**config.mk**
```make
export PLATFORM = sky130hd
export DESIGN_NAME = sata_phy_rx_filter
export DESIGN_NICKNAME = d
export VERILOG_FILES = /design/src/rtl/sata_phy_rx_filter_pkg.sv /design/src/rtl/sata_prim_decoder.sv /design/src/rtl/sata_phy_rx_filter.sv
export SDC_FILE = /design/constraint.sdc
export NUM_CORES = 1
export LEC_CHECK = 0
export CAP_MARGIN = 10
export CORE_MARGIN = 2
export CORE_UTILIZATION = 35
export CTS_CLUSTER_SIZE = 8
export DETAILED_ROUTE_END_ITERATION = 16
export GPL_ROUTABILITY_DRIVEN = 0
export PLACE_DENSITY = 0.69
export SLEW_MARGIN = 10
export SYNTH_ARGS = -nofsm -noshare
export SYNTH_HDL_FRONTEND = slang
export SYNTH_SLANG_ARGS = --single-unit
```
**constraint.sdc**
```tcl
create_clock -name clk -period 3 [get_ports clk]
set_input_delay 0.6 -clock clk [delete_from_list [all_inputs] [get_ports clk]]
set_output_delay 0.6 -clock clk [all_outputs]
set_load 0.05 [all_outputs]
```
**src/rtl/sata_phy_rx_filter_pkg.sv**
```systemverilog
// Shared SATA definitions: primitive dwords, primitive codes, RX filter states.
// Latency: n/a (constants and types only).
// Backpressure: n/a.
package sata_phy_rx_filter_pkg;

    // K28.5 and K28.3 lead every SATA primitive in byte 0
    localparam logic [7:0] K28_5 = 8'hBC;
    localparam logic [7:0] K28_3 = 8'h7C;

    // Full 32-bit primitive dwords, byte 0 in bits [7:0]
    localparam logic [31:0] PRIM_DW_ALIGN   = 32'h7B4A_4ABC;
    localparam logic [31:0] PRIM_DW_SYNC    = 32'hB5B5_957C;
    localparam logic [31:0] PRIM_DW_CONT    = 32'h9999_AA7C;
    localparam logic [31:0] PRIM_DW_X_RDY   = 32'h5757_B57C;
    localparam logic [31:0] PRIM_DW_R_RDY   = 32'h4A4A_957C;
    localparam logic [31:0] PRIM_DW_SOF     = 32'h3737_B57C;
    localparam logic [31:0] PRIM_DW_EOF     = 32'hD5D5_B57C;
    localparam logic [31:0] PRIM_DW_HOLD    = 32'hD5D5_AA7C;
    localparam logic [31:0] PRIM_DW_HOLDA   = 32'h9595_AA7C;
    localparam logic [31:0] PRIM_DW_WTRM    = 32'h5858_B57C;
    localparam logic [31:0] PRIM_DW_R_IP    = 32'h5555_B57C;
    localparam logic [31:0] PRIM_DW_R_OK    = 32'h3535_B57C;
    localparam logic [31:0] PRIM_DW_R_ERR   = 32'h5656_B57C;
    localparam logic [31:0] PRIM_DW_DMAT    = 32'h3636_B57C;
    localparam logic [31:0] PRIM_DW_PMREQ_P = 32'h1717_B57C;
    localparam logic [31:0] PRIM_DW_PMREQ_S = 32'h7575_957C;
    localparam logic [31:0] PRIM_DW_PMACK   = 32'h9595_957C;
    localparam logic [31:0] PRIM_DW_PMNAK   = 32'hF5F5_957C;

    // Compact primitive code handed to the link layer
    typedef enum logic [4:0] {
        PRIM_NONE    = 5'd0,
        PRIM_ALIGN   = 5'd1,
        PRIM_SYNC    = 5'd2,
        PRIM_CONT    = 5'd3,
        PRIM_X_RDY   = 5'd4,
        PRIM_R_RDY   = 5'd5,
        PRIM_SOF     = 5'd6,
        PRIM_EOF     = 5'd7,
        PRIM_HOLD    = 5'd8,
        PRIM_HOLDA   = 5'd9,
        PRIM_WTRM    = 5'd10,
        PRIM_R_IP    = 5'd11,
        PRIM_R_OK    = 5'd12,
        PRIM_R_ERR   = 5'd13,
        PRIM_DMAT    = 5'd14,
        PRIM_PMREQ_P = 5'd15,
        PRIM_PMREQ_S = 5'd16,
        PRIM_PMACK   = 5'd17,
        PRIM_PMNAK   = 5'd18
    } prim_code_t;

    // RX filter alignment states
    localparam logic [1:0] ST_WAIT_LINK  = 2'd0;
    localparam logic [1:0] ST_WAIT_ALIGN = 2'd1;
    localparam logic [1:0] ST_SYNCED     = 2'd2;
    localparam logic [1:0] ST_LOST       = 2'd3;

endpackage

```
**src/rtl/sata_prim_decoder.sv**
```systemverilog
// Classifies one received dword as primitive (with code), data, or illegal.
// Latency: purely combinational.
// Backpressure: none; evaluates every dword presented.
module sata_prim_decoder
    import sata_phy_rx_filter_pkg::*;
(
    input  logic [31:0] dword,
    input  logic [3:0]  isk,
    output logic        is_prim,
    output prim_code_t  code,
    output logic        is_error
);

    // Only a K28.3/K28.5 in byte 0 with no other K bytes can be a primitive;
    // it must then match a known dword exactly. Any other K pattern is illegal.
    always_comb begin
        is_prim  = 1'b0;
        code     = PRIM_NONE;
        is_error = 1'b0;
        if (isk == 4'b0001 && (dword[7:0] == K28_5 || dword[7:0] == K28_3)) begin
            is_prim = 1'b1;
            case (dword)
                PRIM_DW_ALIGN:   code = PRIM_ALIGN;
                PRIM_DW_SYNC:    code = PRIM_SYNC;
                PRIM_DW_CONT:    code = PRIM_CONT;
                PRIM_DW_X_RDY:   code = PRIM_X_RDY;
                PRIM_DW_R_RDY:   code = PRIM_R_RDY;
                PRIM_DW_SOF:     code = PRIM_SOF;
                PRIM_DW_EOF:     code = PRIM_EOF;
                PRIM_DW_HOLD:    code = PRIM_HOLD;
                PRIM_DW_HOLDA:   code = PRIM_HOLDA;
                PRIM_DW_WTRM:    code = PRIM_WTRM;
                PRIM_DW_R_IP:    code = PRIM_R_IP;
                PRIM_DW_R_OK:    code = PRIM_R_OK;
                PRIM_DW_R_ERR:   code = PRIM_R_ERR;
                PRIM_DW_DMAT:    code = PRIM_DMAT;
                PRIM_DW_PMREQ_P: code = PRIM_PMREQ_P;
                PRIM_DW_PMREQ_S: code = PRIM_PMREQ_S;
                PRIM_DW_PMACK:   code = PRIM_PMACK;
                PRIM_DW_PMNAK:   code = PRIM_PMNAK;
                default: begin
                    is_prim  = 1'b0;
                    is_error = 1'b1;
                end
            endcase
        end else if (isk != 4'b0000) begin
            is_error = 1'b1;
        end
    end

endmodule

```
**src/rtl/sata_phy_rx_filter.sv**
```systemverilog
// Strips ALIGNs, classifies and CONT-expands the RX dword stream, tracks alignment health.
// Latency: one cycle, every output registered.
// Backpressure: none; one dword accepted per clk, dropped dwords simply produce no valid.
module sata_phy_rx_filter
    import sata_phy_rx_filter_pkg::*;
#(
    parameter int ALIGN_TIMEOUT  = 1024,
    parameter int MISALIGN_LIMIT = 4
) (
    input  logic        clk,
    input  logic        rst,
    input  logic        linkup,
    input  logic [31:0] rx_din,
    input  logic [3:0]  rx_isk,
    input  logic        rx_byte_is_aligned,
    output logic [31:0] rx_dout,
    output logic        rx_data_valid,
    output logic [4:0]  rx_prim,
    output logic        rx_prim_valid,
    output logic        in_cont,
    output logic        phy_aligned,
    output logic        align_lost,
    output logic        prim_error
);

    localparam int          MIS_W     = $clog2(MISALIGN_LIMIT + 1);
    localparam logic [10:0] DW_LIMIT  = 11'(ALIGN_TIMEOUT);
    localparam logic [MIS_W-1:0] MIS_LIMIT = MIS_W'(MISALIGN_LIMIT);

    logic [1:0]       state;
    logic [10:0]      dw_cnt;
    logic [10:0]      dw_cnt_nxt;
    logic [MIS_W-1:0] mis_cnt;
    logic [MIS_W-1:0] mis_cnt_nxt;
    prim_code_t       held;

    logic       dec_is_prim;
    prim_code_t dec_code;
    logic       dec_err;
    logic       is_align;
    logic       is_cont;
    logic       loss;

    sata_prim_decoder u_dec (
        .dword    (rx_din),
        .isk      (rx_isk),
        .is_prim  (dec_is_prim),
        .code     (dec_code),
        .is_error (dec_err)
    );

    assign is_align = dec_is_prim && (dec_code == PRIM_ALIGN);
    assign is_cont  = dec_is_prim && (dec_code == PRIM_CONT);

    // Saturating health counters as they would stand after this dword
    always_comb begin
        dw_cnt_nxt  = dw_cnt;
        mis_cnt_nxt = mis_cnt;
        if (is_align) begin
            dw_cnt_nxt = '0;
        end else if (dw_cnt != '1) begin
            dw_cnt_nxt = dw_cnt + 11'd1;
        end
        if (rx_byte_is_aligned) begin
            mis_cnt_nxt = '0;
        end else if (mis_cnt != '1) begin
            mis_cnt_nxt = mis_cnt + MIS_W'(1);
        end
    end

    // Either source of loss yields the same single transition into LOST
    assign loss = (dw_cnt_nxt >= DW_LIMIT) || (mis_cnt_nxt >= MIS_LIMIT);

    // Alignment state machine plus registered forwarding of the classified dword
    always_ff @(posedge clk) begin
        if (rst) begin
            state         <= ST_WAIT_LINK;
            dw_cnt        <= '0;
            mis_cnt       <= '0;
            held          <= PRIM_NONE;
            rx_dout       <= '0;
            rx_data_valid <= 1'b0;
            rx_prim       <= PRIM_NONE;
            rx_prim_valid <= 1'b0;
            in_cont       <= 1'b0;
            phy_aligned   <= 1'b0;
            align_lost    <= 1'b0;
            prim_error    <= 1'b0;
        end else begin
            rx_data_valid <= 1'b0;
            rx_prim_valid <= 1'b0;
            align_lost    <= 1'b0;
            prim_error    <= 1'b0;
            if (!linkup) begin
                // Link drop is not an alignment loss: quiet reset of the pipeline
                state       <= ST_WAIT_LINK;
                dw_cnt      <= '0;
                mis_cnt     <= '0;
                held        <= PRIM_NONE;
                in_cont     <= 1'b0;
                phy_aligned <= 1'b0;
            end else begin
                case (state)
                    ST_WAIT_LINK: begin
                        state <= ST_WAIT_ALIGN;
                    end
                    ST_WAIT_ALIGN: begin
                        if (is_align && rx_byte_is_aligned) begin
                            state       <= ST_SYNCED;
                            phy_aligned <= 1'b1;
                            dw_cnt      <= '0;
                            mis_cnt     <= '0;
                        end
                    end
                    ST_SYNCED: begin
                        dw_cnt  <= dw_cnt_nxt;
                        mis_cnt <= mis_cnt_nxt;
                        if (dec_err) begin
                            prim_error <= 1'b1;
                        end else if (is_cont) begin
                            // A CONT only means something if a primitive precedes it
                            if (!in_cont) begin
                                if (held == PRIM_NONE) begin
                                    prim_error <= 1'b1;
                                end else begin
                                    in_cont <= 1'b1;
                                end
                            end
                        end else if (dec_is_prim) begin
                            if (!is_align) begin
                                rx_prim       <= dec_code;
                                rx_prim_valid <= 1'b1;
                                held          <= dec_code;
                                in_cont       <= 1'b0;
                            end
                        end else if (in_cont) begin
                            // Scrambled junk stands in for repeats of the held primitive
                            rx_prim       <= held;
                            rx_prim_valid <= 1'b1;
                        end else begin
                            rx_dout       <= rx_din;
                            rx_data_valid <= 1'b1;
                        end
                        if (loss) begin
                            state       <= ST_LOST;
                            align_lost  <= 1'b1;
                            phy_aligned <= 1'b0;
                            in_cont     <= 1'b0;
                            held        <= PRIM_NONE;
                        end
                    end
                    default: begin
                        state   <= ST_WAIT_ALIGN;
                        dw_cnt  <= '0;
                        mis_cnt <= '0;
                    end
                endcase
            end
        end
    end

endmodule

```
== Word level (Yosys, flattened, before mapping) ==
Index checks and enable logic that the tools add are counted.

* Add/subtract/negate cells: 2
* $lt $le $gt $ge: 2
* Eq/ne operators: 34
* Multiplexer cells: 44
* Bitwise logic cells: 7
* Reductions and logical operators: 25

{| class="wikitable"
|+ Operators with widths
! kind !! count
|-
| == test 32 x 31 -> 1 bit, second input constant || 7
|-
| == test 32 bit, second input constant || 7
|-
| == test 32 x 30 -> 1 bit, second input constant || 3
|-
| case mux 5 bit (18 select lines) || 1
|-
| two-way mux 5 bit || 8
|-
| two-way mux 11 bit || 3
|-
| case mux 11 bit (3 select lines) || 1
|-
| == test 32 x 29 -> 1 bit, second input constant || 1
|-
| two-way mux 1 bit || 23
|-
| OR reduction 18 bit || 1
|-
| AND reduction 6 bit || 2
|-
| adder 11 x 1 -> 11 bit, second input constant || 1
|-
| >= comparator 11 bit, second input constant || 1
|-
| != test 11 bit, second input constant || 1
|-
| two-way mux 3 bit || 3
|-
| case mux 3 bit (3 select lines) || 1
|-
| == test 8 x 7 -> 1 bit, second input constant || 1
|-
| == test 8 bit, second input constant || 1
|-
| NOT 1 bit || 7
|-
| != test 2 x 1 -> 1 bit, second input constant || 3
|-
| != test 2 bit, second input constant || 3
|-
| nonzero test 2 bit || 3
|-
| OR reduction 6 bit || 1
|-
| == test 5 x 1 -> 1 bit, second input constant || 1
|-
| other kinds (24) || 30
|}

* Register bits: 64
* Input bits: 40
* Output and inout bits: 43
* Word-level logic and storage cells: 126

== Depth between registers and ports, before layout ==
* Word-level depth: 11
* Gate-level depth with buffers: 11
* Mapped depth without buffers: 9

== Hierarchy ==
A second synthesis with hierarchy kept.

* Cell total of the unflattened synthesis: 416
* Area total of the unflattened synthesis: 3427.0 µm²

{| class="wikitable"
|+ Modules (own cells, without submodules)
! module !! times used !! cells an instance !! area each (µm²) !! seq. area each (µm²)
|-
| sata_phy_rx_filter || 1 || 320 || 2741.4 || 1281.2
|-
| sata_prim_decoder || 1 || 96 || 685.7 || 0.0
|}

== Worst setup path after synthesis ==
OpenSTA, ideal clock, no wires.

* Kind: input to register
* Start: input rx_din[23]
* End: register rx_prim[3]
* Setup time: 0.059 ns
* Data arrival time: 2.886 ns
* Required time: 2.941 ns
* Path slack: 0.055 ns
* Cell stages on the path: 10
* Path through: buf_2 -> or4_4 -> nor4_2 -> o21ai_1 -> a41o_1 -> nor2b_4 -> nand3b_1 -> buf_2 -> or4_1 -> nand2_1

* Word-level cells in the longest chain between the ends: 7
* Elaborated cells between the ends (all ways): 36

{| class="wikitable"
|+ RTL lines
! item !! RTL line !! source
|-
| start, declared || sata_phy_rx_filter.sv:13 || <nowiki>input logic [31:0] rx_din,</nowiki>
|-
| == test 32 bit, or another cell as far along || sata_prim_decoder.sv:22 || <nowiki>case (dword)</nowiki>
|-
| case mux 5 bit (18 select lines) / OR reduction 18 bit (equally long branches) || - ||
|-
| two-way mux 5 bit / two-way mux 1 bit (equally long branches) || sata_prim_decoder.sv:20, sata_prim_decoder.sv:22 ||
|-
| == test 5 x 1 -> 1 bit, or another cell as far along || sata_phy_rx_filter.sv:52 || <nowiki>assign is_align = dec_is_prim && (dec_code == PRIM_ALIGN);</nowiki>
|-
| logical AND 1 bit, on equally long branches || sata_phy_rx_filter.sv:52, sata_phy_rx_filter.sv:53 ||
|-
| != test 2 bit (no line) / NOT 1 bit (equally long branches) || - ||
|-
| AND reduction 6 bit (no line) || - ||
|-
| end signal, assigned || sata_phy_rx_filter.sv:131 || <nowiki>rx_prim <= dec_code;</nowiki>
|-
| end signal, assigned || sata_phy_rx_filter.sv:138 || <nowiki>rx_prim <= held;</nowiki>
|-
| end, declared || sata_phy_rx_filter.sv:18 || <nowiki>output logic [4:0] rx_prim,</nowiki>
|}

Several ways; a longest one is shown, not always the timed one. The select of a mux whose other input is x is not followed.
A chain may end at the register's enable or synchronous reset.

== Worst setup path after layout ==
* Start: input rx_din[13]
* End: register rx_prim[1]

Same word-level chain as after synthesis.

==> metrics.csv <==
metric,value,unit
run status,completed,
CP Data Arrival Time,3.28,ns
Area contributors post-synth,"dfxtp_1 (33%), mux2i_1 (8.9%), nor2_1 (5.4%)",
Mapped Cells,473,
Cell Pwr Density,306,nW/um^2
vias in the first global route,4494,
Worst slew margin,0.559,
initial antenna violation count,0,
worst-path fanout max,6,
drt wl/cell,17.4,um
largest net degree at the start of global routing,44,
nets,708,
grt ovf,0,
setup_tns,0,ns
Syn-to-layout area delta,63.0,%
Final ANT Viol Nets,0,
H-tree levels,3,
post-synthesis xor/xnor area fraction,0.0111,
first-pass GRT wire length,21700,um
io pins,83,
worst min-delay path class,flip-flop to flip-flop,
post-synthesis mux area share,0.0892,
"EDFF count, synth",0,
#FFs+latches synth,64,
share of post-route cells with drive strength above 1,0.349,
"most common cell after layout, fill and taps aside",buf_4,
Initial Util,0.361,
Peak Freq,0.336,GHz
post-route cell area,6400,um^2
leak pwr,2.77,nW
Synth top area share,0.326,
Ys Warns,0,
Max Slew Vio Count,0,
Via density,5.64,
core area,10900,um^2
largest family of logic cells by synthesized area,simple AND/OR/NAND/NOR gates,
Die X,110,um
complex-gate fraction of the synthesized area,0.204,
worst slew pin tran,0.661,ns
Post-Syn Nets,518,
endpoints failing hold,0,
Clock Sinks,64,
Synth Area in Adders,0.0159,
top_reg_cell synth,dfxtp_1,
Final min period,2.97,ns
Post-Layout Cell Count,808,
Total Routing Usage GR,0.232,
post-route total power,1.96,mW
Mapped Avg Cell Area,8.31,um^2
Setup CP Type,input port to flip-flop,
total wire length after detailed routing,14100,um
CTS Root Cell,clkbuf_8,
Crit. End Element,flip-flop,
Die H,110,um
Die ar.,12100,um^2
post-layout util,0.588,
DRT Pass-1 Iters,7,
clock slew at reported path FFs,0.07,ns
"Req. time, crit path",3.31,ns
initial drt markers,425,
Cell variety after synth,76,
placed cells,776,
Post-Synth Simple-Gate Area,0.317,
post-synthesis sequential area ratio,0.326,
fin crit share,0.991,
Buffers on Ports,82,
endpoints failing setup,0,
Skew-Pair Late Insertion Delay,0.38,ns
Placement Cell Area,5620,um^2
CTS max path bufs,2,
top cell type by total area after synthesis,dfxtp_1,
Num CTS Buffers,9,
most frequent cells in the layout,"buf_4 (117), dfxtp_1 (64), nor2_1 (55)",
post-DP HPWL,9390,um
startpoint types,input port,
vias post-DR,4558,
Rows,38,
Fill cells,905,
DRC viols,0,
Mapped Area,3930,um^2
CTS tree,built,
asr flop ratio synth,0,
Clock Skew,0.0151,ns
max-cap viol count,0,
Inserted Diodes,0,
maximum VDD drop,0.202,mV
final cells by class:
class	count	area (um^2)	area share
Clock inverter	7	95.1	0.0148
Timing Repair Buffer	205	1790	0.280
Multi-Input combinational cell	376	2910	0.454
Inverter	7	26.3	0.00410
Sequential cell	64	1280	0.200
Tap cell	140	175	0.0274
Clock buffer	9	124	0.0193
per-layer routing:
layer  GRT usage  share of wire  vias to the layer above
met1       0.295           0.42                     2157
met4      0.0904          0.024                        0
li1            -              -                     2142
met2       0.384           0.48                      221
met5           0              0                        -
met3      0.0451          0.072                       38
per-stage QoR:
stage | hold slack (ns) | setup slack (ns)
finish | 0.489 | 0.0281
global route | 0.517 | -0.0335
CTS | 0.489 | 0.000710
detailed placement | 0.468 | -0.641
global placement | 0.467 | -0.574
floorplan | 0.454 | 0.0547
Yosys cell counts, types with 4 or more instances:
| library cell | n |
|---|---|
| a22oi_1 | 5 |
| nor2b_1 | 8 |
| a211oi_1 | 7 |
| inv_1 | 6 |
| a31oi_1 | 5 |
| ha_1 | 5 |
| and2_1 | 7 |
| nand3_1 | 14 |
| a21o_1 | 4 |
| clkbuf_1 | 10 |
| dfxtp_1 | 64 |
| nor4_1 | 7 |
| mux2i_1 | 35 |
| nand2b_1 | 5 |
| nor2_1 | 56 |
| or4_1 | 5 |
| o21ai_0 | 23 |
| nor4bb_1 | 5 |
| nor4_2 | 5 |
| and3_1 | 8 |
| o22ai_1 | 4 |
| nand2_1 | 41 |
| a22o_1 | 7 |
| or2_2 | 7 |
| buf_2 | 12 |
| nor3_1 | 14 |
| nand4_1 | 6 |
| a21oi_1 | 25 |
| or3_1 | 6 |
power breakdown:
group          total, mW  internal [mW]  switching, mW
Clock              0.854          0.469          0.385
Sequential         0.853          0.851        0.00193
Combinational      0.255          0.125          0.130
state kept, by name, summed over array words and instances (netlist names):
| signal | flops |
|---|---|
| phy_aligned | 1 |
| dw_cnt | 11 |
| held | 5 |
| rx_prim_valid | 1 |
| in_cont | 1 |
| align_lost | 1 |
| rx_dout | 32 |
| rx_prim | 5 |
| mis_cnt | 3 |
| prim_error | 1 |
| rx_data_valid | 1 |
| state | 2 |
worst max-delay path: stages:
cell	delay, ns
dlygate4sd2_1	0.23
inv_2	0.06
or4_4	0.61
buf_4	0.18
nor3_1	0.20
o21ai_0	0.13
a41o_1	0.28
nor2b_4	0.14
nand3b_1	0.27
or4_1	0.52
nand2_1	0.07
timing repair:
| action | CTS | global route |
|---|---|---|
| cloned | 2 | 1 |
| resized for setup | 75 | 69 |
| hold endpoints to repair | 0 | 0 |
| buffers inserted | 4 | 9 |
| hold buffers | 0 | 0 |
| setup endpoints to repair | 59 | 62 |
| pin swaps | 17 | 20 |
worst paths after layout:
| path | from | end | slack, ns | cells past startpoint |
|---|---|---|---|---|
| worst max register to register | dw_cnt[3] | dw_cnt[5] | 0.96 | 9 |
| worst min register to register | rx_prim[2] | rx_prim[2] | 0.49 | 2 |
| worst max-delay path | rx_din[13] | rx_prim[1] | 0.03 | 11 |
| worst min-delay path | rx_prim[2] | rx_prim[2] | 0.49 | 2 |
cell families (layout without fill, tap and decap cells):
family | after synthesis | in the layout
simple gates | 218 | 218
compound gates | 113 | 113
flops | 64 | 64
mux | 35 | 35
buf+inv | 33 | 228
fa+ha+maj | 5 | 5
xor+xnor | 5 | 5
Power figures use the tool's default switching activity.
